[config.mk]
export PLATFORM = sky130hd
export DESIGN_NAME = led_display_rx
export DESIGN_NICKNAME = d
export VERILOG_FILES = /design/src/rtl/led_display_rx.sv
export SDC_FILE = /design/constraint.sdc
export NUM_CORES = 1
export LEC_CHECK = 0
export BUFFER_PORTS_ARGS = -buffer_cell sky130_fd_sc_hd__buf_2
export CAP_MARGIN = 10
export CORE_MARGIN = 1.5
export CORE_UTILIZATION = 25
export DETAILED_ROUTE_END_ITERATION = 8
export PLACE_DENSITY = 0.36
export SYNTH_ARGS = -nofsm -noshare
export SYNTH_HDL_FRONTEND = slang
export SYNTH_SLANG_ARGS = --single-unit
[constraint.sdc]
create_clock -name led_clk -period 8.6 [get_ports led_clk]
set_clock_uncertainty 0.15 [all_clocks]
set_input_delay 0.43 -clock led_clk [delete_from_list [all_inputs] [get_ports led_clk]]
set_output_delay 0.43 -clock led_clk [all_outputs]
set_load 0.02 [all_outputs]
[src/rtl/led_display_rx.sv]
// led_display_rx: display-side receiver for the serial dot/control interface.
// Models four cascaded 5x8 display chips: a dot shift register with a dot
// latch, plus control words 0 and 1, with a combinational readback mux.
// Optional build macro LED_RX_STATS_EN adds saturating frame/error counters.
module led_display_rx #(
  parameter int DOT_BITS  = 160,
  parameter int CHAR_BITS = 40
) (
  input  logic                 led_clk,
  input  logic                 rstn,
  input  logic                 data_in,
  input  logic                 chip_enable,
  input  logic                 rs,
  input  logic                 control_rstn,
  input  logic                 blank,
  input  logic [1:0]           rd_char,
  output logic [CHAR_BITS-1:0] rd_dots,
  output logic [6:0]           ctrl_word0,
  output logic [6:0]           ctrl_word1,
  output logic                 display_on,
  output logic                 dot_update,
  output logic                 ctrl_update,
  output logic                 frame_error,
  output logic                 busy
`ifdef LED_RX_STATS_EN
  ,
  output logic [15:0]          dot_frame_cnt,
  output logic [15:0]          ctrl_frame_cnt,
  output logic [7:0]           err_cnt
`endif
);

  typedef enum logic [1:0] {IDLE, SHIFT, COMMIT} state_t;

  state_t              state;
  logic                frame_rs;
  logic [7:0]          bit_cnt;
  logic [DOT_BITS-1:0] dot_sr;
  logic [DOT_BITS-1:0] dot_latch;
  logic [7:0]          ctl_sr;
  logic                dot_len_bad;

  // A dot frame is malformed unless it carries whole characters and fits the cascade
  assign dot_len_bad = ((int'(bit_cnt) % CHAR_BITS) != 0) || (int'(bit_cnt) > DOT_BITS);

  assign display_on = !blank && ctrl_word0[6];
  assign busy       = (state == SHIFT) || (state == COMMIT);

  // Readback: character 0 is the first one sent, so it sits at the top of the latch
  always_comb begin
    rd_dots = dot_latch[DOT_BITS-1 - int'(rd_char)*CHAR_BITS -: CHAR_BITS];
  end

  // Frame FSM: shift bits while chip_enable is low, commit on its rising edge
  always_ff @(posedge led_clk or negedge rstn) begin
    if (!rstn) begin
      state       <= IDLE;
      frame_rs    <= 1'b0;
      bit_cnt     <= 8'd0;
      dot_sr      <= '0;
      dot_latch   <= '0;
      ctl_sr      <= 8'd0;
      ctrl_word0  <= 7'd0;
      ctrl_word1  <= 7'd0;
      dot_update  <= 1'b0;
      ctrl_update <= 1'b0;
      frame_error <= 1'b0;
    end else begin
      dot_update  <= 1'b0;
      ctrl_update <= 1'b0;
      frame_error <= 1'b0;
      case (state)
        IDLE: begin
          if (!chip_enable) begin
            state    <= SHIFT;
            frame_rs <= rs;
            bit_cnt  <= 8'd1;
            if (rs) ctl_sr <= {ctl_sr[6:0], data_in};
            else    dot_sr <= {dot_sr[DOT_BITS-2:0], data_in};
          end
        end
        SHIFT: begin
          if (chip_enable) begin
            state <= COMMIT;
          end else begin
            if (bit_cnt != 8'hFF) bit_cnt <= bit_cnt + 8'd1;
            if (frame_rs) ctl_sr <= {ctl_sr[6:0], data_in};
            else          dot_sr <= {dot_sr[DOT_BITS-2:0], data_in};
          end
        end
        COMMIT: begin
          state <= IDLE;
          if (!frame_rs) begin
            dot_latch   <= dot_sr;
            dot_update  <= 1'b1;
            frame_error <= dot_len_bad;
          end else if (bit_cnt != 8'd8) begin
            frame_error <= 1'b1;
          end else if (!ctl_sr[7]) begin
            if (control_rstn) begin
              ctrl_word0  <= ctl_sr[6:0];
              ctrl_update <= 1'b1;
            end
          end else if (ctl_sr[6:2] != 5'd0) begin
            frame_error <= 1'b1;
          end else if (control_rstn) begin
            ctrl_word1  <= ctl_sr[6:0];
            ctrl_update <= 1'b1;
          end
        end
        default: state <= IDLE;
      endcase
      if (!control_rstn) begin
        ctrl_word0 <= 7'd0;
        ctrl_word1 <= 7'd0;
      end
    end
  end

`ifdef LED_RX_STATS_EN
  // Saturating event counters, cleared only by the async reset
  always_ff @(posedge led_clk or negedge rstn) begin
    if (!rstn) begin
      dot_frame_cnt  <= 16'd0;
      ctrl_frame_cnt <= 16'd0;
      err_cnt        <= 8'd0;
    end else begin
      if (dot_update && (dot_frame_cnt != 16'hFFFF))   dot_frame_cnt  <= dot_frame_cnt + 16'd1;
      if (ctrl_update && (ctrl_frame_cnt != 16'hFFFF)) ctrl_frame_cnt <= ctrl_frame_cnt + 16'd1;
      if (frame_error && (err_cnt != 8'hFF))           err_cnt        <= err_cnt + 8'd1;
    end
  end
`endif

endmodule

Yosys cells after proc, flatten, opt, wreduce, memory -nomap -nowiden
Index checks and enable logic that the tools add are counted.
- register bits after elaboration: 356
- bits of input ports: 9
- output and inout port bits: 59
- logic and storage cells: 94
- add/subtract/negate cells: 2
- $mul: 1
- divide/modulo/power cells: 1
- magnitude comparators: 1
- equality and inequality tests: 18
- shifts and indexed selects: 1
- mux-type cells: 41
- bitwise operators: 2
- reduce and logical (&&, ||, !) cells: 16
- operators by type and width (cell ; count):
    two-way mux 160 bit ; 4
    case mux 160 bit (2 select lines) ; 1
    indexed part select 199 x 9 -> 40 bit ; 1
    two-way mux 7 bit ; 11
    two-way mux 8 bit ; 7
    remainder unit 9 x 7 -> 32 bit (second input constant) ; 1
    case mux 8 bit (2 select lines) ; 2
    nonzero test 32 bit ; 1
    inequality test 2 bit (second input constant) ; 10
    AND reduction 5 bit ; 3
    two-way mux 1 bit ; 13
    subtractor 8 x 8 -> 9 bit (first input constant) ; 1
    adder 8 x 1 -> 8 bit (second input constant) ; 1
    > comparator 8 bit (second input constant) ; 1
    inequality test 2 x 1 -> 1 bit (second input constant) ; 4
    inequality test 8 x 4 -> 1 bit (second input constant) ; 1
    inequality test 8 bit (second input constant) ; 1
    AND reduction 4 bit ; 2
    AND reduction 2 bit ; 3
    multiplier 2 x 3 -> 5 bit (second input constant) ; 1
    nonzero test 5 bit ; 1
    two-way mux 2 bit ; 2
    case mux 2 bit (2 select lines) ; 1
    == test 2 x 1 -> 1 bit (second input constant) ; 1
    7 further kinds ; 9

Depth between registers and ports, before layout
Gate-level depths: netlist of the first run.
- depth in word-level cells: 7
- gate-level depth with buffers: 14
- depth with buffers taken out: 7

Worst setup path before layout of the first run
Ideal clock, no wire load.
- path kind: input to output
- from: input port rd_char[0]
- to: output port rd_dots[7]
- arrival: 2970 ps
- data required time: 8020 ps
- setup slack: 5050 ps
- stages on the path: 13
- buffers on the path: 9
- cells stage by stage: buf_6 -> buf_8 -> buf_6 -> buf_6 -> inv_1 -> buf_2 -> ha_1 -> buf_4 -> buf_4 -> buf_1 -> buf_2 -> o21ai_0 -> a21boi_0
- cells in the longest elaborated chain, start to end: 3
- ends and longest elaborated chain (what ; RTL line ; text):
    start: declaration ; 16 ; input logic [1:0] rd_char,
    multiplier 2 x 3 -> 5 bit ; 51 ; rd_dots = dot_latch[DOT_BITS-1 - int'(rd_char)*CHAR_BITS -: CHAR_BITS];
    subtractor 8 x 8 -> 9 bit ; 51 ;
    indexed part select 199 x 9 -> 40 bit ; 51 ;
    end: declaration ; 17 ; output logic [CHAR_BITS-1:0] rd_dots,
Every way passes these cells.

Final worst setup path of the first run
- from: input port rd_char[0]
- to: output port rd_dots[24]
The elaborated chain is that of the path after synthesis.

==> results.cfg, run 1 <==
[status]
status = complete, no violations

[logic_synthesis]
syn_area_per_cell_um2 = 13.50
synth_warnings = 0
synth_commonest_cells = 356 x dfrtp_1, 336 x mux2_2, 77 x mux2i_1
yosysTopAreaCell = dfrtp_1
ys_ff_latch = 356
async_flop_share_pct = 100.0
synth_ff_type = dfrtp_1
yosysSeqAreaShare_pct = 50.85
synth.distinct_cells = 51
synth_top_area_share_pct = 50.85
syn-num-nets = 1314
yosysMostFrequentCell = dfrtp_1
yosys-top-cells-area = dfrtp_1 51%, mux2_2 22%, mux4_2 9.1%
synth_enable_flop_cells = 0
synth_area_um2 = 17520
syn_inst = 1298

[drt]
drcViolationCount = 0
via_count = 10750
wl_mm = 52.45
vias_per_cell = 4.670
routedWlPerCell_um = 22.79
drtIter0Drc = 599
ant_nets = 0
drt_pass1_iterations = 5

[floorplanning]
die_w_um = 267.7
io-pin-count = 68
die-height_um = 267.7
die-area_um2 = 71680
rows = 96
start_util_pct = 25.41
core_um2 = 68950

[grt]
grt_first_pass_wirelength_mm = 78.28
grt_usage_pct = 14.91
grtUsageMet2_pct = 23.95
grt_pass1_vias = 11190
antenna_found_initial = 0
grt_max_degree = 147
busiest_layer = met2
use_met3_pct = 1.961
grt_overflow = 0
grtUsageMet1_pct = 20.50

[cts]
cts_tree = yes
clk_latency_ps = 590
clk_path_buf_depth = 3
cts_root_buf = clkbuf_16
clkSinkCount = 356
cts_resized = 0
clk_transition_reported_paths_ps = 50
cts_made_buffers = 45
ctsHtreeMaxLevel = 2
post_cts_buffers = 0

[timing]
min_period_ps = 4607
fmax_ghz = 0.2171
worstMarginPinSlew_ps = 943.4
fin_crit_sh_pct = 53.57
relSlewSlack_pct = 37.11
hold_violations = 0
setup-tns-final_ps = 0
whs_ps = 335.8
rsz0062_at_grt = no
setup_violations = 0
final_max_slew_viol_count = 0

[finish]
nNetsFinal = 1349
fin_cells = 2301
utilization_pct = 29.41
layout-drive-gt1-share_pct = 41.04
syn2layout_area_growth_pct = 15.73

[placement]
dp.final_hpwl_mm = 36.76
io_buffers = 67
place_inst = 2212
place_congestion = 0.7900

[setup_path]
cpLargestDelayFamily = buffers and inverters
worstSetupPathType = in2out
worst_setup_path_end_kind = output port
reg2reg_slack_ps = 5540
cp.depth = 8
crit_buf_inv = 4
cp_slowest_cell = ha_4
cp.required_ps = 8020
start_kind = input pin
crit_chain = clkbuf_8 -> inv_1 -> ha_4 -> buf_4 -> mux4_2 -> mux2i_1 -> o22ai_1 -> buf_2
crit_path_max_fanout = 60
worstPathArrival_ps = 4030
cpPeakStageDelay_ps = 650
ff2ff_path_depth = 6

[pwr]
p_per_area_nw_per_um2 = 232.3
leakage_nw = 9.352
peakVddDrop_mv = 0.1949
p_total_mw = 4.710

[flow_run]
timing.max_cap.violations = 0

[hold_path]
hp-class = reg2reg
holdPathStages = 2
final timing paths:
check	from	endpoint
min reg2reg	ctrl_word1[4]	ctrl_word1[4]
max in group asynchronous	rstn	dot_latch[102]
min	ctrl_word1[4]	ctrl_word1[4]
min in group asynchronous	rstn	dot_sr[67]
max	rd_char[0]	rd_dots[24]
max reg2reg	state[1]	dot_sr[151]
stage by stage:
step	instance area [um2]	worst slack [ps]
2_1_floorplan	17520	5050
3_5_place_dp	18690	3969
6_report	20280	3993
5_1_grt	20270	3775
4_1_cts	20270	3972
3_3_place_gp	18690	4006
layer usage:
| metal | up-vias | wire length (um) | share of wire (%) |
|---|---|---|---|
| met3 | 72 | 1683 | 3.2 |
| met4 | 0 | 1728 | 3.3 |
| met2 | 183 | 24630 | 47 |
| met1 | 5633 | 24410 | 47 |
| met5 | - | 0 | 0 |
| li1 | 4857 | - | - |
power breakdown:
part / internal [mW] / total, mW / switching (mW) / leakage [nW]
clock network: 1.18 / 1.94 / 0.757 / 0.749
registers: 1.78 / 1.90 / 0.123 / 4.92
logic: 0.376 / 0.867 / 0.492 / 3.69
total: 3.34 / 4.71 / 1.37 / 9.35
registers in the layout, indices dropped and copies added, names as in the netlist:
signal	flops
state	2
dot_update	1
ctrl_update	1
bit_cnt	8
ctrl_word0	7
ctl_sr	8
dot_latch	160
ctrl_word1	7
dot_sr	160
frame_rs	1
frame_error	1
cells by family after synthesis:
group | count (synthesis) | synth area share (%)
AOI/OAI and AO/OA | 163 | 5.720
and+or+nand+nor | 160 | 4.078
buffers and inverters | 123 | 3.485
muxes | 484 | 35.12
DFF | 356 | 50.85
xor gates and xnor gates | 5 | 0.2499
adders and majority gates | 7 | 0.4999
worst min-delay path, delay by kind of cell, from the launching register on:
family	cells	cell delay, ps
buffers and inverters	1	50
DFF	1	370
and+or+nand+nor	1	30
cell type report:
cell class              instances  area (um2)
clock inverters                17       264.0
flip-flops and latches        356        8909
diodes                          3       7.507
repair buffers                 83       526.8
well taps                     931        1165
fillers                      7144       48670
multi-input cells             819        8033
clock buffers                  64        1267
inverters                      28       105.1
cell usage in the layout, fill, tap and decap left out, types with 6 or more instances in the layout:
cell type	count
dfrtp_1	356
mux2_2	336
mux2i_1	77
mux4_2	71
buf_2	64
nor2_1	62
o21ai_0	55
nand2_1	54
clkbuf_16	45
inv_1	27
a21oi_1	25
a31oi_1	17
o22ai_1	16
nand2b_1	13
clkbuf_1	12
nor2b_1	9
buf_4	9
a22oi_1	8
o21a_1	8
clkinv_2	8
clkbuf_8	8
a22o_1	7
ha_1	6
what timing repair did:
action / in CTS / in global routing
endpoints found under the setup margin: 0 / 0
endpoints found under the hold margin: 115 / 0
hold buffers: 5 / 0
No activity file was read; power rests on OpenSTA's default activity.
==> run 2, diff against run 1 <==
- PLACE_DENSITY: 0.36 -> 0.37
- clock period: 8.6 -> 3.7 ns (I/O delays scaled with it)
==> run 2 against run 1 <==
Effect of this change: register-to-register slack got worse by 4500 ps; sequential cell count unchanged; clock-buffer cell count unchanged; critical path depth decreased by 3; largest power group is now registers; highest routed layer unchanged.
==> results.cfg, run 2 (synthesized netlist as in run 1, its figures left out) <==
[placement]
placed_cell_area_um2 = 18920
dp.final_hpwl_mm = 38.40
place_congestion = 0.7876
place_inst = 2229
dpl_worst_slack_ps = 971.0
io_buffers = 67

[floorplanning]
die_w_um = 267.7
core_um2 = 68950
io-pin-count = 68
rows = 96
die-height_um = 267.7
start_util_pct = 25.41
die-area_um2 = 71680

[grt]
grt_usage_pct = 15.18
grt_overflow = 0
grt_first_pass_wirelength_mm = 79.87
grt_pass1_vias = 11260
antenna_found_initial = 2
grt_max_degree = 101

[cts]
clkSinkCount = 356
cts_resized = 0
ctsHtreeMaxLevel = 2
clk_path_buf_depth = 3
cts_hold_buf = 5
cts_root_buf = clkbuf_16
cts_tree = yes
clk_latency_ps = 580
clk_transition_reported_paths_ps = 50
post_cts_buffers = 0
cts_made_buffers = 45

[finish]
nNetsFinal = 1366
layout_common_cells = 356 x dfrtp_1, 336 x mux2_2, 77 x mux2i_1, 71 x mux4_2, 64 x buf_2
layout-drive-gt1-share_pct = 42.05
final_common_cell = dfrtp_1
fill_cells = 7050
fin_cells = 2316
top_regs = dot_latch: 160 flops, dot_sr: 160 flops
syn2layout_area_growth_pct = 16.85
final_area_um2 = 20470

[drt]
drcViolationCount = 0
drtIter0Drc = 709
drt_pass1_iterations = 5
vias_per_cell = 4.753
routedWlPerCell_um = 23.14
wl_mm = 53.58
ant_nets = 0
via_count = 11010

[setup_path]
start_kind = flip-flop
worstSetupPathType = reg2out
crit_path_max_fanout = 4
cp.required_ps = 3370
worst_setup_path_end_kind = output port
worstPathArrival_ps = 2570
ff2ff_path_depth = 6

[timing]
rsz0062_at_grt = no
relSlewSlack_pct = 43.97
worst_slack_ps = 794.8
setup_violations = 0
final_max_slew_viol_count = 0
setup-tns-final_ps = 0
worstMarginPinSlew_ps = 840.5
fin_crit_sh_pct = 78.52
whs_ps = 99.03
min_period_ps = 2905
hold_violations = 0
fmax_ghz = 0.3442

[pwr]
p_per_area_nw_per_um2 = 536.7
leakage_nw = 9.463
peakVddDrop_mv = 0.2907

[flow_run]
timing.max_cap.violations = 0

[status]
status = complete, no violations

[hold_path]
hp-class = in2async
[run 2: cell count changes in the layout (fill, tap and decap cells not counted)]
| cell | change |
|---|---|
| buf_4 | +9 |
| diode_2 | -2 |
| clkinv_16 | -1 |
| buf_12 | +8 |
| clkbuf_8 | +4 |
| clkbuf_1 | -4 |
| bufinv_16 | -2 |
| clkinv_4 | +1 |
| clkinv_8 | +1 |
| inv_16 | -1 |
| inv_6 | +2 |
[run 2: critical path: stages, from the launching register on]
cell	delay, ps
dfrtp_1	570
mux4_2	350
mux2i_1	80
o21ai_0	160
a21boi_0	550
buf_2	290
[run 2: layout make-up]
cell class	count	area, um2	share of cell area [%]
Tap cell	931	1165	5.690
Antenna cell	1	2.502	0.01222
Multi-Input combinational cell	819	8033	39.24
Timing Repair Buffer	100	754.5	3.685
Sequential cell	356	8909	43.52
Clock inverter	17	196.4	0.9595
Clock buffer	64	1308	6.387
Inverter	28	105.1	0.5134
[run 2: metrics by stage]
step                total power [mW]  util, %
global route                   11.53    29.69
finish                         10.99    29.69
CTS                            11.22    29.69
global placement               6.664    27.44
detailed placement             6.675    27.44
floorplan                      5.912        -
[run 2: per-layer routing]
metal	wire, um	track usage, %	vias up
li1	-	-	4900
met1	24970	21.16	5786
met2	24870	24.06	245
met3	2218	2.373	78
met4	1525	4.917	0
met5	0	0	-
[run 2: worst paths after layout]
check / startpoint / endpoint / slack, ps
setup / recovery: dot_latch[151] / rd_dots[7] / 790
hold / removal: rstn / dot_latch[3] / 100
setup reg to reg: state[0] / dot_sr[102] / 1010
hold reg to reg: ctrl_word1[3] / ctrl_word1[3] / 340
max in group asynchronous: rstn / ctl_sr[3] / 2260
min in group led_clk: data_in / dot_sr[0] / 270
[run 2: power by group]
part | internal, mW | switching, mW
Combinational | 0.929 | 1.17
Clock | 2.67 | 1.76
Sequential | 4.14 | 0.315
==> run 3, diff against run 2 <==
- PLACE_DENSITY: 0.37 -> 0.36
- clock period: 3.7 -> 2.8 ns (I/O delays scaled with it)
==> run 3 against run 2 <==
Effect of this change: via count rose by 0.20%; final area rose by 1.9%; critical endpoint is now rd_dots[39]; total power rose by 36%; sequential share of layout area fell by 0.80 points; wire length rose by 0.86%; register-to-register slack got worse by 720 ps; the flow now finishes with violations (hold timing); cell count rose by 1.3%; worst setup slack got worse by 740 ps; critical path depth did not move; sequential power rose by 32%.
==> results.cfg, run 3 (synthesized netlist as in run 1, its figures left out) <==
[status]
status = finished, violations left
violations = hold timing

[drt]
drt_pass1_iterations = 5
ant_nets = 0
routedWlPerCell_um = 23.04
drtIter0Drc = 655
wl_mm = 54.04
drcViolationCount = 0
via_count = 11030
vias_per_cell = 4.702

[cts]
ctsHtreeMaxLevel = 2
clk_latency_ps = 570
clkSinkCount = 356
clk_transition_reported_paths_ps = 60
cts_made_buffers = 45
cts_root_buf = clkbuf_16
clk_path_buf_depth = 3
cts_tree = yes

[setup_path]
start_kind = flip-flop
worst_setup_path_end_kind = output port
cp.required_ps = 2510
crit_path_max_fanout = 2
cpPeakStageDelay_ps = 550
crit_chain = mux4_2 -> mux4_2 -> nor2_1 -> nor2_1 -> buf_2
cp_slowest_cell = mux4_2
worstSetupPathType = reg2out
worstPathArrival_ps = 2450

[finish]
final_area_um2 = 20860
syn2layout_area_growth_pct = 19.06
fill_cells = 7067
nNetsFinal = 1397
layout_common_cells = 355 x dfrtp_1, 336 x mux2_2, 77 x mux2i_1, 71 x mux4_2, 64 x buf_2
layout-drive-gt1-share_pct = 44.31
top_regs = dot_latch: 160 flops, dot_sr: 160 flops
diodes = 0
final_common_cell = dfrtp_1

[placement]
place_congestion = 0.7833
io_buffers = 67
dp.final_hpwl_mm = 39.72
placed_cell_area_um2 = 19250

[grt]
grt_max_degree = 81
grt_pass1_vias = 11430
use_met3_pct = 2.492
grt_overflow = 0
grt_first_pass_wirelength_mm = 81.36
grt_usage_pct = 15.47
antenna_found_initial = 2
busiest_layer = met2
grtUsageMet2_pct = 24.91
grtUsageMet1_pct = 21.55

[pwr]
p_total_mw = 14.93
leakage_nw = 9.658
peakVddDrop_mv = 0.4235
p_int_mw = 10.51
power_frac_clock_pct = 40.5
p_switching_mw = 4.419
p_sw_share_pct = 29.59
p_per_area_nw_per_um2 = 715.9
p_seq_share_pct = 39.3
power_frac_comb_pct = 20.2

[floorplanning]
io-pin-count = 68
rows = 96
die-area_um2 = 71680
start_util_pct = 25.41
core_um2 = 68950
die_w_um = 267.7
die-height_um = 267.7

[timing]
final_max_slew_viol_count = 0
rsz0062_at_grt = no
worstMarginPinSlew_ps = 853.1
whs_ps = -19.08
min_period_ps = 2744
fmax_ghz = 0.3645
hold_violations = 7
setup_violations = 0
relSlewSlack_pct = 42.91
fin_crit_sh_pct = 97.99

[flow_run]
timing.max_cap.violations = 0

[hold_path]
hp-class = in2async
==> run 3: cell types whose count changed in the layout (fill, tap and decap cells not counted), moves of 5 or more <==
| cell | delta |
|---|---|
| o22ai_2 | +9 |
| o22ai_1 | -9 |
| clkinvlp_4 | +5 |
| buf_4 | +27 |
==> run 3: repair_timing <==
action | 4_1_cts | 5_1_grt
buffers inserted | 1 | 0
endpoints found under the hold margin | 376 | 0
endpoints found under the setup margin | 1 | 0
gates resized for setup | 1 | 0
hold buffers | 5 | 0
==> run 3: worst paths after layout <==
path,end,slack [ps],from,cells after the start
setup / recovery,rd_dots[39],60,dot_latch[103],5
max in group asynchronous,dot_update,1660,rstn,3
hold reg to reg,ctrl_word1[3],340,ctrl_word1[3],2
hold / removal,dot_latch[3],-20,rstn,2
setup reg to reg,dot_sr[104],290,state[1],6
min in group led_clk,ctl_sr[0],230,data_in,3
==> run 3: final cells by class <==
cell class | instances | area (um2) | share of cell area (%)
Timing Repair Buffer | 131 | 1037 | 4.972
Multi-Input combinational cell | 819 | 8089 | 38.78
Sequential cell | 356 | 8910 | 42.71
Clock inverter | 23 | 277.8 | 1.332
Inverter | 28 | 105.1 | 0.5038
Clock buffer | 58 | 1276 | 6.118
Tap cell | 931 | 1165 | 5.584
==> run 3: routing by layer <==
metal	share of wire (%)	wire, um
met1	47	25350
met2	47	25670
met3	3.3	1798
met4	2.2	1202
met5	0.037	20
==> run 3: worst max-delay path, delay by kind of cell, from the launching register on <==
kind | cells | cell delay, ps
buffers and inverters | 1 | 160
AND/OR/NAND/NOR | 2 | 210
flip-flops | 1 | 430
multiplexers | 2 | 1080
==> run 3: through the flow <==
| step | TNS (ps) | std cells | util (%) | worst slack, ps |
|---|---|---|---|---|
| after floorplan | -348.8 | 1298 | - | -87.19 |
| after global placement | 0 | 2259 | 27.92 | 214.8 |
| after detailed placement | 0 | 2259 | 27.92 | 198.7 |
| after CTS | 0 | 2346 | 30.26 | 10.05 |
| after global routing | 0 | 2346 | 30.26 | 0.5500 |
| final | 0 | 2346 | 30.26 | 56.36 |
==> run 3: power by group through the flow <==
stage	clock network (mW)	logic, mW	registers [mW]
after global routing	6.47	3.27	5.92
after CTS	6.25	3.09	5.89
after global placement	0	3.06	5.99
final	6.05	3.01	5.87
after floorplan	0	2.07	5.75
after detailed placement	0	3.08	5.98
